### src/rtl/cpu_eu_pkg.sv
// Shared encodings for the self-sequencing CPU execution unit:
// opcodes, FSM state codes and flag bit positions.
package cpu_eu_pkg;

  localparam int unsigned OPW = 4;

  localparam logic [OPW-1:0] OP_NOP  = 4'h0;
  localparam logic [OPW-1:0] OP_ADD  = 4'h1;
  localparam logic [OPW-1:0] OP_SUB  = 4'h2;
  localparam logic [OPW-1:0] OP_AND  = 4'h3;
  localparam logic [OPW-1:0] OP_OR   = 4'h4;
  localparam logic [OPW-1:0] OP_XOR  = 4'h5;
  localparam logic [OPW-1:0] OP_INC  = 4'h6;
  localparam logic [OPW-1:0] OP_DEC  = 4'h7;
  localparam logic [OPW-1:0] OP_SHL  = 4'h8;
  localparam logic [OPW-1:0] OP_SHR  = 4'h9;
  localparam logic [OPW-1:0] OP_LD   = 4'hA;
  localparam logic [OPW-1:0] OP_ST   = 4'hB;
  localparam logic [OPW-1:0] OP_LDI  = 4'hC;
  localparam logic [OPW-1:0] OP_JMP  = 4'hD;
  localparam logic [OPW-1:0] OP_BZ   = 4'hE;
  localparam logic [OPW-1:0] OP_HALT = 4'hF;

  localparam int unsigned STW = 3;

  localparam logic [STW-1:0] ST_FETCH  = 3'd0;
  localparam logic [STW-1:0] ST_DECODE = 3'd1;
  localparam logic [STW-1:0] ST_EXEC   = 3'd2;
  localparam logic [STW-1:0] ST_MEMRD  = 3'd3;
  localparam logic [STW-1:0] ST_MEMWR  = 3'd4;
  localparam logic [STW-1:0] ST_HALT   = 3'd5;

  localparam int unsigned NFLAGS = 3;
  localparam int unsigned FLAG_C = 0;
  localparam int unsigned FLAG_N = 1;
  localparam int unsigned FLAG_Z = 2;

  // Opcodes that write an ALU result and update the flags.
  function automatic logic is_alu_op(input logic [OPW-1:0] op);
    return (op >= OP_ADD) && (op <= OP_SHR);
  endfunction

endpackage

### src/rtl/cpu_eu_alu.sv
// Combinational ALU: result and C/N/Z for opcodes 1-9; other opcodes yield zero.
module cpu_eu_alu
  import cpu_eu_pkg::*;
#(
  parameter int unsigned DW = 16
) (
  input  logic [OPW-1:0] op,
  input  logic [DW-1:0]  R,
  input  logic [DW-1:0]  S,
  output logic [DW-1:0]  result,
  output logic           C,
  output logic           N,
  output logic           Z
);

  always_comb begin
    result = '0;
    C      = 1'b0;
    case (op)
      OP_ADD: {C, result} = {1'b0, R} + {1'b0, S};
      OP_SUB: begin
        result = R - S;
        C      = (R < S);
      end
      OP_AND: result = R & S;
      OP_OR:  result = R | S;
      OP_XOR: result = R ^ S;
      OP_INC: {C, result} = {1'b0, R} + (DW+1)'(1);
      OP_DEC: begin
        result = R - DW'(1);
        C      = (R == '0);
      end
      OP_SHL: begin
        result = {R[DW-2:0], 1'b0};
        C      = R[DW-1];
      end
      OP_SHR: begin
        result = {1'b0, R[DW-1:1]};
        C      = R[0];
      end
      default: ;
    endcase
  end

  assign N = result[DW-1];
  assign Z = (result == '0);

endmodule

### src/rtl/cpu_eu_seq.sv
// Self-sequencing execution unit: PC, IR, register file, flags and a
// fetch/decode/execute FSM driving memory through a read-valid handshake.
module cpu_eu_seq
  import cpu_eu_pkg::*;
#(
  parameter int unsigned DW   = 16,
  parameter int unsigned AW   = 8,
  parameter int unsigned NREG = 8
) (
  input  logic          clk,
  input  logic          reset,
  input  logic [DW-1:0] mem_rdata,
  input  logic          mem_rvalid,
  output logic [AW-1:0] mem_addr,
  output logic [DW-1:0] mem_wdata,
  output logic          mem_re,
  output logic          mem_we,
  output logic          halted,
  output logic          C,
  output logic          N,
  output logic          Z,
  output logic [AW-1:0] pc_dbg
);

  localparam int unsigned RW = $clog2(NREG);

  logic [STW-1:0]    state, state_n;
  logic [AW-1:0]     pc, pc_n;
  logic [DW-1:0]     ir, ir_n;
  logic [DW-1:0]     regs [NREG];
  logic [NFLAGS-1:0] flags, flags_n;

  logic              wr_en;
  logic [DW-1:0]     wr_data;
  logic [AW-1:0]     addr_n;
  logic [DW-1:0]     wdata_n;
  logic              re_n, we_n, halted_n;

  logic [OPW-1:0]    op;
  logic [RW-1:0]     fw, fr, fs;
  logic [DW-1:0]     rval, sval;
  logic [AW-1:0]     raddr;
  logic              accept;

  logic [DW-1:0]     alu_res;
  logic              alu_c, alu_n, alu_z;

  assign op     = ir[DW-1:DW-4];
  assign fw     = ir[3*RW-1:2*RW];
  assign fr     = ir[2*RW-1:RW];
  assign fs     = ir[RW-1:0];
  assign rval   = regs[fr];
  assign sval   = regs[fs];
  assign raddr  = rval[AW-1:0];
  // Read data only counts while a request is actually outstanding.
  assign accept = mem_re & mem_rvalid;

  generate
    if (DW > 4 + 3*RW) begin : g_spare
      logic unused_ir;
      assign unused_ir = ^ir[DW-5:3*RW];
    end
  endgenerate

  cpu_eu_alu #(.DW(DW)) u_alu (
    .op     (op),
    .R      (rval),
    .S      (sval),
    .result (alu_res),
    .C      (alu_c),
    .N      (alu_n),
    .Z      (alu_z)
  );

  // Next-state, datapath updates and next values of the registered outputs.
  always_comb begin
    state_n  = state;
    pc_n     = pc;
    ir_n     = ir;
    flags_n  = flags;
    wr_en    = 1'b0;
    wr_data  = alu_res;
    addr_n   = mem_addr;
    wdata_n  = mem_wdata;

    case (state)
      ST_FETCH: begin
        if (accept) begin
          ir_n    = mem_rdata;
          pc_n    = pc + AW'(1);
          state_n = ST_DECODE;
        end
      end
      ST_DECODE: begin
        case (op)
          OP_LD, OP_LDI: state_n = ST_MEMRD;
          OP_ST:         state_n = ST_MEMWR;
          OP_HALT:       state_n = ST_HALT;
          default:       state_n = ST_EXEC;
        endcase
      end
      ST_EXEC: begin
        state_n = ST_FETCH;
        if (is_alu_op(op)) begin
          wr_en           = 1'b1;
          flags_n[FLAG_C] = alu_c;
          flags_n[FLAG_N] = alu_n;
          flags_n[FLAG_Z] = alu_z;
        end else if ((op == OP_JMP) || ((op == OP_BZ) && flags[FLAG_Z])) begin
          pc_n = raddr;
        end
      end
      ST_MEMRD: begin
        if (accept) begin
          wr_en   = 1'b1;
          wr_data = mem_rdata;
          if (op == OP_LDI) pc_n = pc + AW'(1);
          state_n = ST_FETCH;
        end
      end
      ST_MEMWR: state_n = ST_FETCH;
      ST_HALT:  state_n = ST_HALT;
      default:  state_n = ST_FETCH;
    endcase

    // Bus outputs follow the state being entered so they are valid from its first cycle.
    re_n     = (state_n == ST_FETCH) || (state_n == ST_MEMRD);
    we_n     = (state_n == ST_MEMWR);
    halted_n = (state_n == ST_HALT);

    case (state_n)
      ST_FETCH: addr_n = pc_n;
      ST_MEMRD: addr_n = (op == OP_LDI) ? pc_n : raddr;
      ST_MEMWR: begin
        addr_n  = raddr;
        wdata_n = sval;
      end
      default: ;
    endcase
  end

  always_ff @(posedge clk or posedge reset) begin
    if (reset) begin
      state     <= ST_FETCH;
      pc        <= '0;
      ir        <= '0;
      flags     <= '0;
      mem_addr  <= '0;
      mem_wdata <= '0;
      mem_re    <= 1'b0;
      mem_we    <= 1'b0;
      halted    <= 1'b0;
      for (int i = 0; i < int'(NREG); i++) regs[i] <= '0;
    end else begin
      state     <= state_n;
      pc        <= pc_n;
      ir        <= ir_n;
      flags     <= flags_n;
      mem_addr  <= addr_n;
      mem_wdata <= wdata_n;
      mem_re    <= re_n;
      mem_we    <= we_n;
      halted    <= halted_n;
      if (wr_en) regs[fw] <= wr_data;
    end
  end

  assign C      = flags[FLAG_C];
  assign N      = flags[FLAG_N];
  assign Z      = flags[FLAG_Z];
  assign pc_dbg = pc;

endmodule

### config.mk
export PLATFORM = sky130hd
export DESIGN_NAME = cpu_eu_seq
export DESIGN_NICKNAME = d
export VERILOG_FILES = /design/src/rtl/cpu_eu_pkg.sv /design/src/rtl/cpu_eu_alu.sv /design/src/rtl/cpu_eu_seq.sv
export SDC_FILE = /design/constraint.sdc
export NUM_CORES = 1
export LEC_CHECK = 0
export BUFFER_PORTS_ARGS = -buffer_cell sky130_fd_sc_hd__buf_2
export CORE_MARGIN = 5
export CORE_UTILIZATION = 55
export DETAILED_ROUTE_END_ITERATION = 10
export PLACE_DENSITY = 0.81
export REMOVE_ABC_BUFFERS = 1
export SYNTH_ARGS = -nofsm -noshare
export SYNTH_HDL_FRONTEND = slang
export SYNTH_HIERARCHICAL = 1
export SYNTH_SLANG_ARGS = --single-unit
### constraint.sdc
create_clock -name clk -period 5.91 [get_ports clk]
set_input_delay 0.8865 -clock clk [delete_from_list [all_inputs] [get_ports clk]]
set_output_delay 0.8865 -clock clk [all_outputs]
set_load 0.01 [all_outputs]
==> results by group, run 1 <==
Clock network
  • CTS resizes: 0
  • Clock-pin transition on the worst setup and hold timing paths: 0.08 ns
  • Cell at the root of the clock tree: sky130_fd_sc_hd__clkbuf_16
  • H-Tree Level Count: 4
  • Post-CTS setup buffers: 0
  • Hold buffer count at CTS: 0
  • Buffer levels on the longest clock path: 2
  • Number of buffers inserted during clock tree synthesis: 17
  • Clock latency on the worst-skew pair: 0.44 ns
  • Clock tree from TritonCTS: yes
  • Count of clock tree sinks: about 180

GRT
  • Grt ovf: 0
  • GRT Util Overall: about 30%
  • Initial antenna violation count: 0
  • Maximum number of pins on one net before global-route repair: 95
  • Global-route wire length before repair: around 62000 µm
  • Number of global-route vias before repair: 11160

Die
  • Total number of placement rows: 55
  • Horizontal extent of the die: around 160 µm
  • Die boundary height: around 160 µm
  • Initial core utilization: approximately 56%
  • Area of the die: between 20000 and 30000 µm²
  • Num ports: 57
  • Area of the core region: 22710 µm²

Placed design
  • # port buffers: 56
  • GP Congestion: 0.9820
  • Detailed placement HPWL: between 20000 and 30000 µm

Setup path
  • Worst reg2reg path startpoint: ir[3]
  • Data arrival time of the critical path: about 5.7 ns
  • Critical path type: reg2reg
  • Largest fanout on the critical path: 12
  • Required time of the worst setup path: ~6.2 ns
  • Startpoint class of the critical path: flop
  • Worst Setup SP: ir[3]
  • Type of destination of the critical path: flop
  • R2r setup slk: between 0.5 and 0.6 ns

Logic synthesis
  • Cells after Synth: between 1000 and 1500
  • Async set-reset flop share out of synthesis: between 90% and 100%
  • Number of different library cells in the post-synthesis netlist: 84
  • Post-synth top flop: sky130_fd_sc_hd__dfrtp_1
  • Post-synthesis sequential area ratio: between 30 and 40%
  • Number of flops mapped to enable cells by yosys: 0
  • Cell area after synthesis: around 13000 µm²
  • Number of synthesized register bits: around 180
  • Average size of a mapped cell: 9.375 µm²
  • Number of warnings reported in the yosys synthesis log: 6

Layout
  • Final net count: between 1000 and 1500
  • P&R area growth vs syn: 9.314%
  • Fraction of layout instances using a drive strength above 1: 20.00%
  • Number of fillers in the final layout: ~1800
  • Antenna cell count: 0
  • Layout Utilization: between 60% and 70%

Run
  • Maximum capacitance violations: 0

Timing
  • Unrepaired setup endpoints after global routing: no
  • Max-slew violation total from the final report: 0
  • Post-route clock period utilization: 90.80%
  • Transition time of the tightest slew-check pin: 1.012 ns
  • Clock skew after layout: a little under 0.02 ns
  • Fmax: between 0.15 and 0.2 GHz
  • Tmin final: ~5.4 ns
  • Final hold violation count: 0
  • Max-slew headroom at the worst pin: 32.56%
  • Setup Viol. Count Final: 0
  • Sum Neg Setup Slack: 0 ns

Status
  • Status: finished clean

Routing
  • WL per Instance: roughly 24 µm
  • Final wirelength: slightly below 40000 µm
  • DRC violation count after routing: 0
  • DRT antenna net count: 0
  • Detailed-route vias per instance: slightly below 7
  • Total via count in the routed design: ~11000
  • First-pass DRT Iterations: 8
  • Starting DRT DRC Count: 1392

Worst hold path
  • Beginning of the worst hold path: mem_wdata[14]
  • Type of the most critical hold path: reg2reg
[worst max-delay path, cell delays in order, from the launching register on]
cell                       delay (ns)
sky130_fd_sc_hd__dfrtp_2         0.59
sky130_fd_sc_hd__mux4_2          0.56
sky130_fd_sc_hd__mux2_2          0.41
sky130_fd_sc_hd__inv_1           0.19
sky130_fd_sc_hd__ha_1            0.20
sky130_fd_sc_hd__inv_1           0.06
sky130_fd_sc_hd__fa_1            0.40
sky130_fd_sc_hd__nor2b_1         0.17
sky130_fd_sc_hd__o21ai_0         0.26
sky130_fd_sc_hd__o211ai_1        0.25
sky130_fd_sc_hd__a311oi_1        0.62
sky130_fd_sc_hd__nor3_1          0.13
sky130_fd_sc_hd__o31ai_1         0.26
sky130_fd_sc_hd__o311a_1         0.19
sky130_fd_sc_hd__o21ai_0         0.13
sky130_fd_sc_hd__mux2i_1         0.57
sky130_fd_sc_hd__o21ai_0         0.20
[per-layer routing]
layer,global-route usage (%),part of all wire [%]
met5,0,0
met4,9.650,2.6
met3,7.282,11
met2,49.01,47
met1,39.68,39
[layout by cell type, fill, tap and decap left out, types with 11 or more instances in the layout]
| cell | Yosys | layout |
|---|---|---|
| sky130_fd_sc_hd__a211oi_1 | 11 | 11 |
| sky130_fd_sc_hd__mux4_2 | 64 | 64 |
| sky130_fd_sc_hd__clkbuf_16 | 0 | 17 |
| sky130_fd_sc_hd__nor2_1 | 101 | 101 |
| sky130_fd_sc_hd__nor2b_1 | 17 | 17 |
| sky130_fd_sc_hd__mux2_2 | 47 | 47 |
| sky130_fd_sc_hd__nor3_1 | 26 | 25 |
| sky130_fd_sc_hd__a22oi_1 | 13 | 13 |
| sky130_fd_sc_hd__o211ai_1 | 17 | 17 |
| sky130_fd_sc_hd__xnor2_1 | 17 | 17 |
| sky130_fd_sc_hd__buf_2 | 20 | 56 |
| sky130_fd_sc_hd__ha_1 | 51 | 51 |
| sky130_fd_sc_hd__o21ai_0 | 92 | 92 |
| sky130_fd_sc_hd__buf_4 | 5 | 33 |
| sky130_fd_sc_hd__inv_1 | 58 | 57 |
| sky130_fd_sc_hd__nand4_1 | 14 | 14 |
| sky130_fd_sc_hd__dfrtp_1 | 182 | 180 |
| sky130_fd_sc_hd__mux2i_1 | 19 | 19 |
| sky130_fd_sc_hd__nor4_1 | 16 | 15 |
| sky130_fd_sc_hd__nand2_1 | 195 | 195 |
| sky130_fd_sc_hd__nand3_1 | 21 | 21 |
| sky130_fd_sc_hd__a21oi_1 | 96 | 96 |
[through the flow]
stage	instances	worst slack, ns	cell area [µm²]	hold slack, ns
after floorplan	1254	0.07983	12280	0.4612
after detailed placement	1628	0.7013	13270	0.4571
after global placement	1628	0.7815	13270	0.4535
final	1660	0.5436	13910	0.4687
after global routing	1660	0.1716	13910	0.5020
after CTS	1660	0.6361	13910	0.4756
[kinds of logic after synthesis]
family	count (synthesis)	share of synthesized area (%)
mux	130	16.98
compound gates	330	16.66
simple gates	482	18.75
xor+xnor	18	1.239
buf+inv	162	5.242
fa+ha+maj	53	5.330
flops	182	35.80
[layout make-up]
cell class                      instances  area [µm²]  share of cell area, %
Clock buffer                           17       425.4                  3.059
Clock inverter                         15       209.0                  1.502
Inverter                               59       226.5                  1.628
Multi-Input combinational cell       1013        7605                  54.68
Sequential cell                       182        4557                  32.77
Tap cell                              285       356.6                  2.564
Timing Repair Buffer                   89       528.0                  3.797
[path summary, 6_finish.rpt]
kind / end / cells after the start
max reg2reg: regs[46] / 16
min in group asynchronous: regs[26] / 2
min: mem_wdata[14] / 2
max: regs[46] / 16
min reg2reg: mem_wdata[14] / 2
max in group asynchronous: mem_addr[5] / 3
[sequential cells by signal (all words and copies together) (netlist names)]
name	count
flags	3
halted	1
ir	13
mem_addr	8
mem_re	1
mem_wdata	16
mem_we	1
pc_dbg	8
regs	128
state	3
[cell usage after synthesis, types with 19 or more instances]
cell type	count	share of area (%)
sky130_fd_sc_hd__a21oi_1	96	3.8
sky130_fd_sc_hd__buf_2	20	0.79
sky130_fd_sc_hd__clkbuf_1	67	2.0
sky130_fd_sc_hd__dfrtp_1	182	36
sky130_fd_sc_hd__ha_1	51	5.0
sky130_fd_sc_hd__inv_1	58	1.7
sky130_fd_sc_hd__mux2_2	47	4.2
sky130_fd_sc_hd__mux2i_1	19	1.5
sky130_fd_sc_hd__mux4_2	64	11
sky130_fd_sc_hd__nand2_1	195	5.8
sky130_fd_sc_hd__nand3_1	21	0.83
sky130_fd_sc_hd__nor2_1	101	3.0
sky130_fd_sc_hd__nor3_1	26	1.0
sky130_fd_sc_hd__o21ai_0	92	3.6
Power of run 1 is left out: the tool's default activity adds up to more than one toggle a clock period on the data nets, which glitch-free logic cannot reach.
==> run 2, diff against run 1 <==
CORE_MARGIN = not set   (was 5)
==> results by group, run 2 (synthesis gave the netlist of run 1 again) <==
Layout
  • Fraction of layout instances using a drive strength above 1: 20.00% (unchanged)
  • Largest register FFs: 128 (unchanged)
  • Number of fillers in the final layout: 1870 (+1.4%)
  • Multi-input combinational cell area: 7596 µm² (-0.12%)
  • P&R area growth vs syn: 9.274% (about the same)
  • Layout Utilization: 61.40% (+0.16 points)
  • Number of standard cells in the layout, taps in and fillers out: 1661 (+0.060%)
  • Registers with the highest flip-flop counts: regs x128, mem_wdata x16, ir x13
  • Sequential cell area: 4557 µm² (unchanged)
  • Most common cell after layout, fill and taps aside: sky130_fd_sc_hd__nand2_1
  • Largest register by flop count: regs
  • Cell area after layout: 13900 µm² (about the same)
  • Final net count: 1434 (unchanged)
  • Most frequent cells in the layout: sky130_fd_sc_hd__nand2_1, sky130_fd_sc_hd__dfrtp_1, sky130_fd_sc_hd__nor2_1

Timing
  • Fmax: 0.1851 GHz (-0.65%)
  • Final hold violation count: 0 (unchanged)
  • Transition time of the tightest slew-check pin: 1.062 ns (+0.05026 ns)
  • Max-slew headroom at the worst pin: 29.21% (-3.4 points)
  • Sum Neg Setup Slack: 0 ns (unchanged)
  • Max-slew violation total from the final report: 0 (unchanged)
  • Post-route clock period utilization: 91.39% (+0.59 points)
  • Unrepaired setup endpoints after global routing: no
  • Setup Viol. Count Final: 0 (unchanged)
  • Clock skew after layout: 0.02306 ns (+0.003211 ns)
  • Tmin final: 5.401 ns (+0.03496 ns)

GRT
  • GRT Util Overall: 33.23% (+3.3 points)
  • Number of global-route vias before repair: 10588 (-5.1%)
  • Initial antenna violation count: 1 (+1)
  • Global-route wire length before repair: 60050 µm (-3.7%)
  • Maximum number of pins on one net before global-route repair: 79 (-17%)
  • Grt ovf: 0 (unchanged)

Routing
  • DRC violation count after routing: 0 (unchanged)
  • WL per Instance: 23.12 µm (-2.3%)
  • Final wirelength: 38400 µm (-2.3%)
  • First-pass DRT Iterations: 8 (unchanged)
  • Total via count in the routed design: 11377 (-0.67%)
  • DRT antenna net count: 0 (unchanged)
  • Starting DRT DRC Count: 1488 (+6.9%)
  • Detailed-route vias per instance: 6.849 (-0.73%)

Setup path
  • Critical path type: reg2reg
  • Startpoint class of the critical path: flop
  • Worst-path cell chain: mux4_2 -> mux2_2 -> inv_1 -> ha_1 -> inv_1 -> fa_1 -> nor2b_1 -> o21ai_0 -> o211ai_1 -> a311oi_1 -> nor3_1 -> o31ai_1 -> o311a_1 -> o21ai_0 -> mux2i_1 -> o21ai_0
  • CP bufs+invs: 2 (unchanged)
  • Data arrival time of the critical path: 5.71 ns (+0.06 ns)
  • Type of destination of the critical path: flop
  • Largest fanout on the critical path: 13 (+1)
  • Largest stage delay on the critical path: 0.65 ns (+0.03 ns)
  • Critical-path top delay cell: sky130_fd_sc_hd__dfrtp_2
  • Delay-heaviest family, CP: compound AO/OA/AOI/OAI gates
  • Required time of the worst setup path: 6.22 ns (+0.03 ns)
  • Critical Path Most Common Cell: sky130_fd_sc_hd__o21ai_0

Placed design
  • GP Congestion: 0.9634 (-1.9%)
  • # port buffers: 56 (unchanged)
  • Placement-stage cell area: 13260 µm² (about the same)
  • Detailed placement HPWL: 26640 µm (-3.1%)
  • Placed Instances: 1628 (unchanged)

Clock network
  • Post-CTS setup buffers: 0 (unchanged)
  • Number of buffers inserted during clock tree synthesis: 17 (unchanged)
  • Clock-pin transition on the worst setup and hold timing paths: 0.08 ns (about the same)
  • H-Tree Level Count: 4 (unchanged)
  • Hold buffer count at CTS: 0 (unchanged)
  • Count of clock tree sinks: 182 (unchanged)
  • Clock tree from TritonCTS: yes
  • Cell at the root of the clock tree: sky130_fd_sc_hd__clkbuf_16
  • Clock latency on the worst-skew pair: 0.46 ns (+0.02 ns)
  • Buffer levels on the longest clock path: 2 (unchanged)
  • CTS resizes: 0 (unchanged)

Die
  • Initial core utilization: 56.19% (+0.17 points)
  • Horizontal extent of the die: 154.1 µm (-4.9%)
  • Area of the die: 23740 µm² (-9.6%)
  • Total number of placement rows: 55 (unchanged)
  • Die boundary height: 154.1 µm (-4.9%)
  • Area of the core region: 22640 µm² (-0.30%)
  • Num ports: 57 (unchanged)

Worst hold path
  • Type of the most critical hold path: reg2reg

Run
  • Maximum capacitance violations: 0 (unchanged)

Status
  • Status: finished clean
## run 2: cell types whose count changed in the layout (fill, tap and decap cells not counted), sizes merged
cell      delta
clkinvlp     -1
bufinv       -1
clkinv       +2
diode        +1
## run 2: layout make-up
type	count	area share [%]
multi-input combinational	1013	54.64
sequential	182	32.78
timing repair buffer	89	3.798
clock buffer	17	3.060
tap	285	2.565
inverter	59	1.629
clock inverter	15	1.512
antenna	1	0.01800
## run 2: worst reg2reg max path: cells and delay by family (launching register included)
| family | cells | cell delay [ns] |
|---|---|---|
| and+or+nand+nor | 2 | 0.31 |
| buffers and inverters | 2 | 0.27 |
| DFF | 1 | 0.65 |
| muxes | 3 | 1.48 |
| adders and majority gates | 2 | 0.62 |
| AOI/OAI and AO/OA | 7 | 1.93 |
## run 2: path summary, 6_finish.rpt
path	start	endpoint	slack (ns)	cells past startpoint
min reg2reg	mem_wdata[3]	mem_wdata[3]	0.47	2
min	mem_wdata[3]	mem_wdata[3]	0.47	2
max	ir[3]	regs[46]	0.51	16
max in group asynchronous	reset	regs[89]	4.17	3
min in group asynchronous	reset	regs[42]	0.55	2
max reg2reg	ir[3]	regs[46]	0.51	16
## run 2: routing by layer
layer	up-vias	share of wire [%]	GRT usage, %
met5	-	0	0
met4	0	3.0	12.81
met3	96	10	7.187
met2	692	47	52.62
met1	5581	40	44.78
li1	5008	-	-
## run 2: stage by stage
stage / setup WS, ns / hold WS, ns
floorplan: 0.07983 / 0.4612
global placement: 0.7950 / 0.4535
detailed placement: 0.6412 / 0.4570
CTS: 0.6145 / 0.4775
global route: 0.2177 / 0.4878
finish: 0.5086 / 0.4733
Power of run 2 is left out for the same reason.
==> run 3, diff against run 2 <==
RECOVER_POWER = 50   (was not set)
SYNTH_HIERARCHICAL = not set   (was 1)
==> results by group, run 3 <==
Status
  • Status: finished, violations left
  • Failing checks: max-capacitance violations, max-slew violations

Setup path
  • Worst reg2reg path startpoint: ir[0]
  • Startpoint class of the critical path: flop
  • Worst Setup SP: ir[0]
  • Worst setup endpoint: regs[111]
  • Critical path type: reg2reg
  • Data arrival time of the critical path: 5.55 ns (-0.16 ns)
  • Capture point of the worst reg-to-reg path: regs[111]
  • Required time of the worst setup path: 6.19 ns (-0.03 ns)
  • Worst Reg-to-Reg Cells: 15 (-1)
  • Largest fanout on the critical path: 23 (+10)
  • R2r setup slk: 0.64 ns (+0.13 ns)
  • Type of destination of the critical path: flop

Layout
  • P&R area growth vs syn: 8.121%
  • Layout Utilization: 60.63% (-0.77 points)
  • Final net count: 1441 (+0.49%)
  • Registers with the highest flip-flop counts: regs x128, mem_wdata x16, ir x13
  • Most frequent cells in the layout: sky130_fd_sc_hd__nand2_1, sky130_fd_sc_hd__dfrtp_1, sky130_fd_sc_hd__o21ai_0
  • Most common cell after layout, fill and taps aside: sky130_fd_sc_hd__nand2_1
  • Largest register FFs: 128 (unchanged)
  • Number of standard cells in the layout, taps in and fillers out: 1666 (+0.30%)
  • Number of fillers in the final layout: 1866 (-0.21%)
  • Largest register by flop count: regs
  • Antenna cell count: 0 (-1)
  • Fraction of layout instances using a drive strength above 1: 16.44% (-3.6 points)

Logic synthesis
  • Synth top area share: 35.87% (+0.074 points)
  • XOR/XNOR share of the synthesized area: 2.139% (+0.90 points)
  • Mux cell area share after synthesis: 17.23% (+0.24 points)
  • Average size of a mapped cell: 9.384 µm² (about the same)
  • Area share of and/or/nand/nor cells after synthesis: 15.86% (-2.9 points)
  • Post-synth top flop: sky130_fd_sc_hd__dfrtp_1
  • Number of flops mapped to enable cells by yosys: 0 (unchanged)
  • Cell area after synthesis: 12700 µm² (-0.21%)
  • Number of synthesized register bits: 182 (unchanged)
  • Cell with the most instances after synthesis: sky130_fd_sc_hd__nand2_1
  • Cell taking the most area after synthesis: sky130_fd_sc_hd__dfrtp_1
  • Post-synthesis sequential area ratio: 35.87% (+0.074 points)
  • Synthesized-area fraction occupied by adder cells: 5.440% (+0.11 points)
  • Fraction of the mapped netlist area in compound gates: 18.76% (+2.1 points)
  • Number of warnings reported in the yosys synthesis log: 0 (-6)
  • Async set-reset flop share out of synthesis: 100.0% (unchanged)
  • Number of different library cells in the post-synthesis netlist: 88 (+4.8%)
  • Cells after Synth: 1353 (-0.29%)
  • Main combinational cell family by area after synthesis: compound AO/OA/AOI/OAI gates
  • Cell types occupying the most area after synthesis: sky130_fd_sc_hd__dfrtp_1, sky130_fd_sc_hd__mux4_2, sky130_fd_sc_hd__nand2_1
  • Commonest cells post-synth: sky130_fd_sc_hd__nand2_1, sky130_fd_sc_hd__dfrtp_1, sky130_fd_sc_hd__o21ai_0, sky130_fd_sc_hd__nor2_1, sky130_fd_sc_hd__clkbuf_1

Worst hold path
  • Type of the most critical hold path: reg2reg

GRT
  • Global-route wire length before repair: 61150 µm (+1.8%)
  • Initial antenna violation count: 0 (-1)
  • Number of global-route vias before repair: 11031 (+4.2%)
  • Maximum number of pins on one net before global-route repair: 98 (+24%)
  • GRT Util Overall: 33.36% (+0.13 points)
  • Grt ovf: 0 (unchanged)

Placed design
  • Placed Instances: 1634 (+0.37%)
  • GP Congestion: 0.9726 (+0.95%)
  • Detailed placement HPWL: 27160 µm (+2.0%)
  • # port buffers: 56 (unchanged)

Die
  • Area of the die: 23690 µm² (-0.21%)
  • Area of the core region: 22640 µm² (unchanged)
  • Die boundary height: 153.9 µm (-0.10%)
  • Num ports: 57 (unchanged)
  • Total number of placement rows: 55 (unchanged)
  • Initial core utilization: 56.08% (-0.12 points)
  • Horizontal extent of the die: 153.9 µm (-0.10%)

Clock network
  • Hold buffer count at CTS: 0 (unchanged)
  • Clock latency on the worst-skew pair: 0.45 ns (about the same)
  • Number of buffers inserted during clock tree synthesis: 17 (unchanged)
  • Post-CTS setup buffers: 0 (unchanged)
  • H-Tree Level Count: 4 (unchanged)
  • Cell at the root of the clock tree: sky130_fd_sc_hd__clkbuf_16
  • Buffer levels on the longest clock path: 2 (unchanged)
  • Clock-pin transition on the worst setup and hold timing paths: 0.08 ns (about the same)
  • Count of clock tree sinks: 182 (unchanged)
  • Clock tree from TritonCTS: yes
  • CTS resizes: 0 (unchanged)

Routing
  • Final wirelength: 38250 µm (-0.38%)
  • Detailed-route vias per instance: 6.815 (-0.50%)
  • DRT antenna net count: 0 (unchanged)
  • Starting DRT DRC Count: 1395 (-6.3%)
  • First-pass DRT Iterations: 9 (+1)
  • DRC violation count after routing: 0 (unchanged)
  • WL per Instance: 22.96 µm (-0.68%)
  • Total via count in the routed design: 11354 (-0.20%)

Timing
  • Max-slew violation total from the final report: 129 (+129)
  • Final hold violation count: 0 (unchanged)
  • Max-slew headroom at the worst pin: -146.1% (-180 points)
  • Transition time of the tightest slew-check pin: 3.692 ns (+2.630 ns)
  • Sum Neg Setup Slack: 0 ns (unchanged)
  • Tmin final: 5.270 ns (-0.1317 ns)
  • Unrepaired setup endpoints after global routing: no
  • Post-route clock period utilization: 89.16% (-2.2 points)
  • Clock skew after layout: 0.01512 ns (-0.007948 ns)
  • Fmax: 0.1898 GHz (+2.5%)
  • Setup Viol. Count Final: 0 (unchanged)

Power and ir drop
  • Max rail drop VDD: 0.0002982 V
  • Portion of total power attributed to sequential cells: 24.3%
  • Power density cells: 644.1 nW/µm²
  • Clock network power share: between 10% and 20%
  • Switching pwr: between 4 and 5 mW
  • Relative contribution of combinational cells to total power: 62.1%
  • Fraction of power spent switching nets: about 50%
  • Leakage power: roughly 5.7 nW
  • Int Pwr: between 4 and 5 mW
  • Total power consumption of the routed design: around 9 mW

Run
  • Maximum capacitance violations: 2 (+2)
## run 3: worst min-delay path by stage
stage,cells after the start,to,startpoint,slack (ns)
finish,2,mem_addr[7],mem_addr[7],0.48
global route,2,mem_addr[3],mem_addr[3],0.51
global placement,2,mem_addr[7],mem_addr[7],0.46
detailed placement,2,mem_addr[3],mem_addr[3],0.46
floorplan,2,regs[23],regs[23],0.46
CTS,2,mem_addr[7],mem_addr[7],0.48
## run 3: kinds of logic after synthesis
logic type / Yosys count
and+or+nand+nor: 429
AOI/OAI and AO/OA: 383
DFF: 182
buffers and inverters: 145
muxes: 129
adders and majority gates: 54
xor gates and xnor gates: 31
## run 3: stage by stage
stage | instance area, µm² | worst slack [ns] | hold slack (ns)
2_1_floorplan | 12310 | 0.07983 | 0.4610
3_3_place_gp | 13180 | 0.7894 | 0.4572
3_5_place_dp | 13180 | 0.7384 | 0.4644
4_1_cts | 13790 | 0.7125 | 0.4810
5_1_grt | 13730 | 0.2340 | 0.5123
6_report | 13730 | 0.6404 | 0.4753
## run 3: routing by layer
layer / global-route usage (%) / wire length, µm
met4: 18.05 / 1893
met3: 6.144 / 3735
met2: 52.49 / 17620
met5: 0 / 0
met1: 43.91 / 15000
## run 3: cell type report
type | count | area [µm²] | area share (%)
sequential | 182 | 4557 | 33.20
timing repair buffer | 84 | 432.9 | 3.154
inverter | 57 | 214.0 | 1.559
clock inverter | 14 | 175.2 | 1.276
multi-input combinational | 1026 | 7552 | 55.02
tap | 285 | 356.6 | 2.598
clock buffer | 18 | 439.2 | 3.199
## run 3: critical path, stage by stage, from the launching register on
cell	delay (ns)
sky130_fd_sc_hd__dfrtp_2	0.59
sky130_fd_sc_hd__buf_4	0.49
sky130_fd_sc_hd__mux4_2	0.55
sky130_fd_sc_hd__mux2_2	0.31
sky130_fd_sc_hd__inv_1	0.16
sky130_fd_sc_hd__ha_1	0.41
sky130_fd_sc_hd__or4_1	0.59
sky130_fd_sc_hd__nor3_1	0.22
sky130_fd_sc_hd__o211a_1	0.25
sky130_fd_sc_hd__a211oi_1	0.09
sky130_fd_sc_hd__o21bai_1	0.16
sky130_fd_sc_hd__a21oi_1	0.11
sky130_fd_sc_hd__a221oi_1	0.30
sky130_fd_sc_hd__o221ai_1	0.22
sky130_fd_sc_hd__mux2i_2	0.47
sky130_fd_sc_hd__o21ai_1	0.15
## run 3: power by group through the flow
stage	logic, mW	clock network [mW]	registers [mW]
final	5.49	1.20	2.15
after global routing	5.92	1.25	2.21
after CTS	5.39	1.20	2.13
after detailed placement	5.34	0	2.15
after global placement	5.24	0	2.12
after floorplan	3.72	0	2.16
No activity file was read; power rests on OpenSTA's default activity.
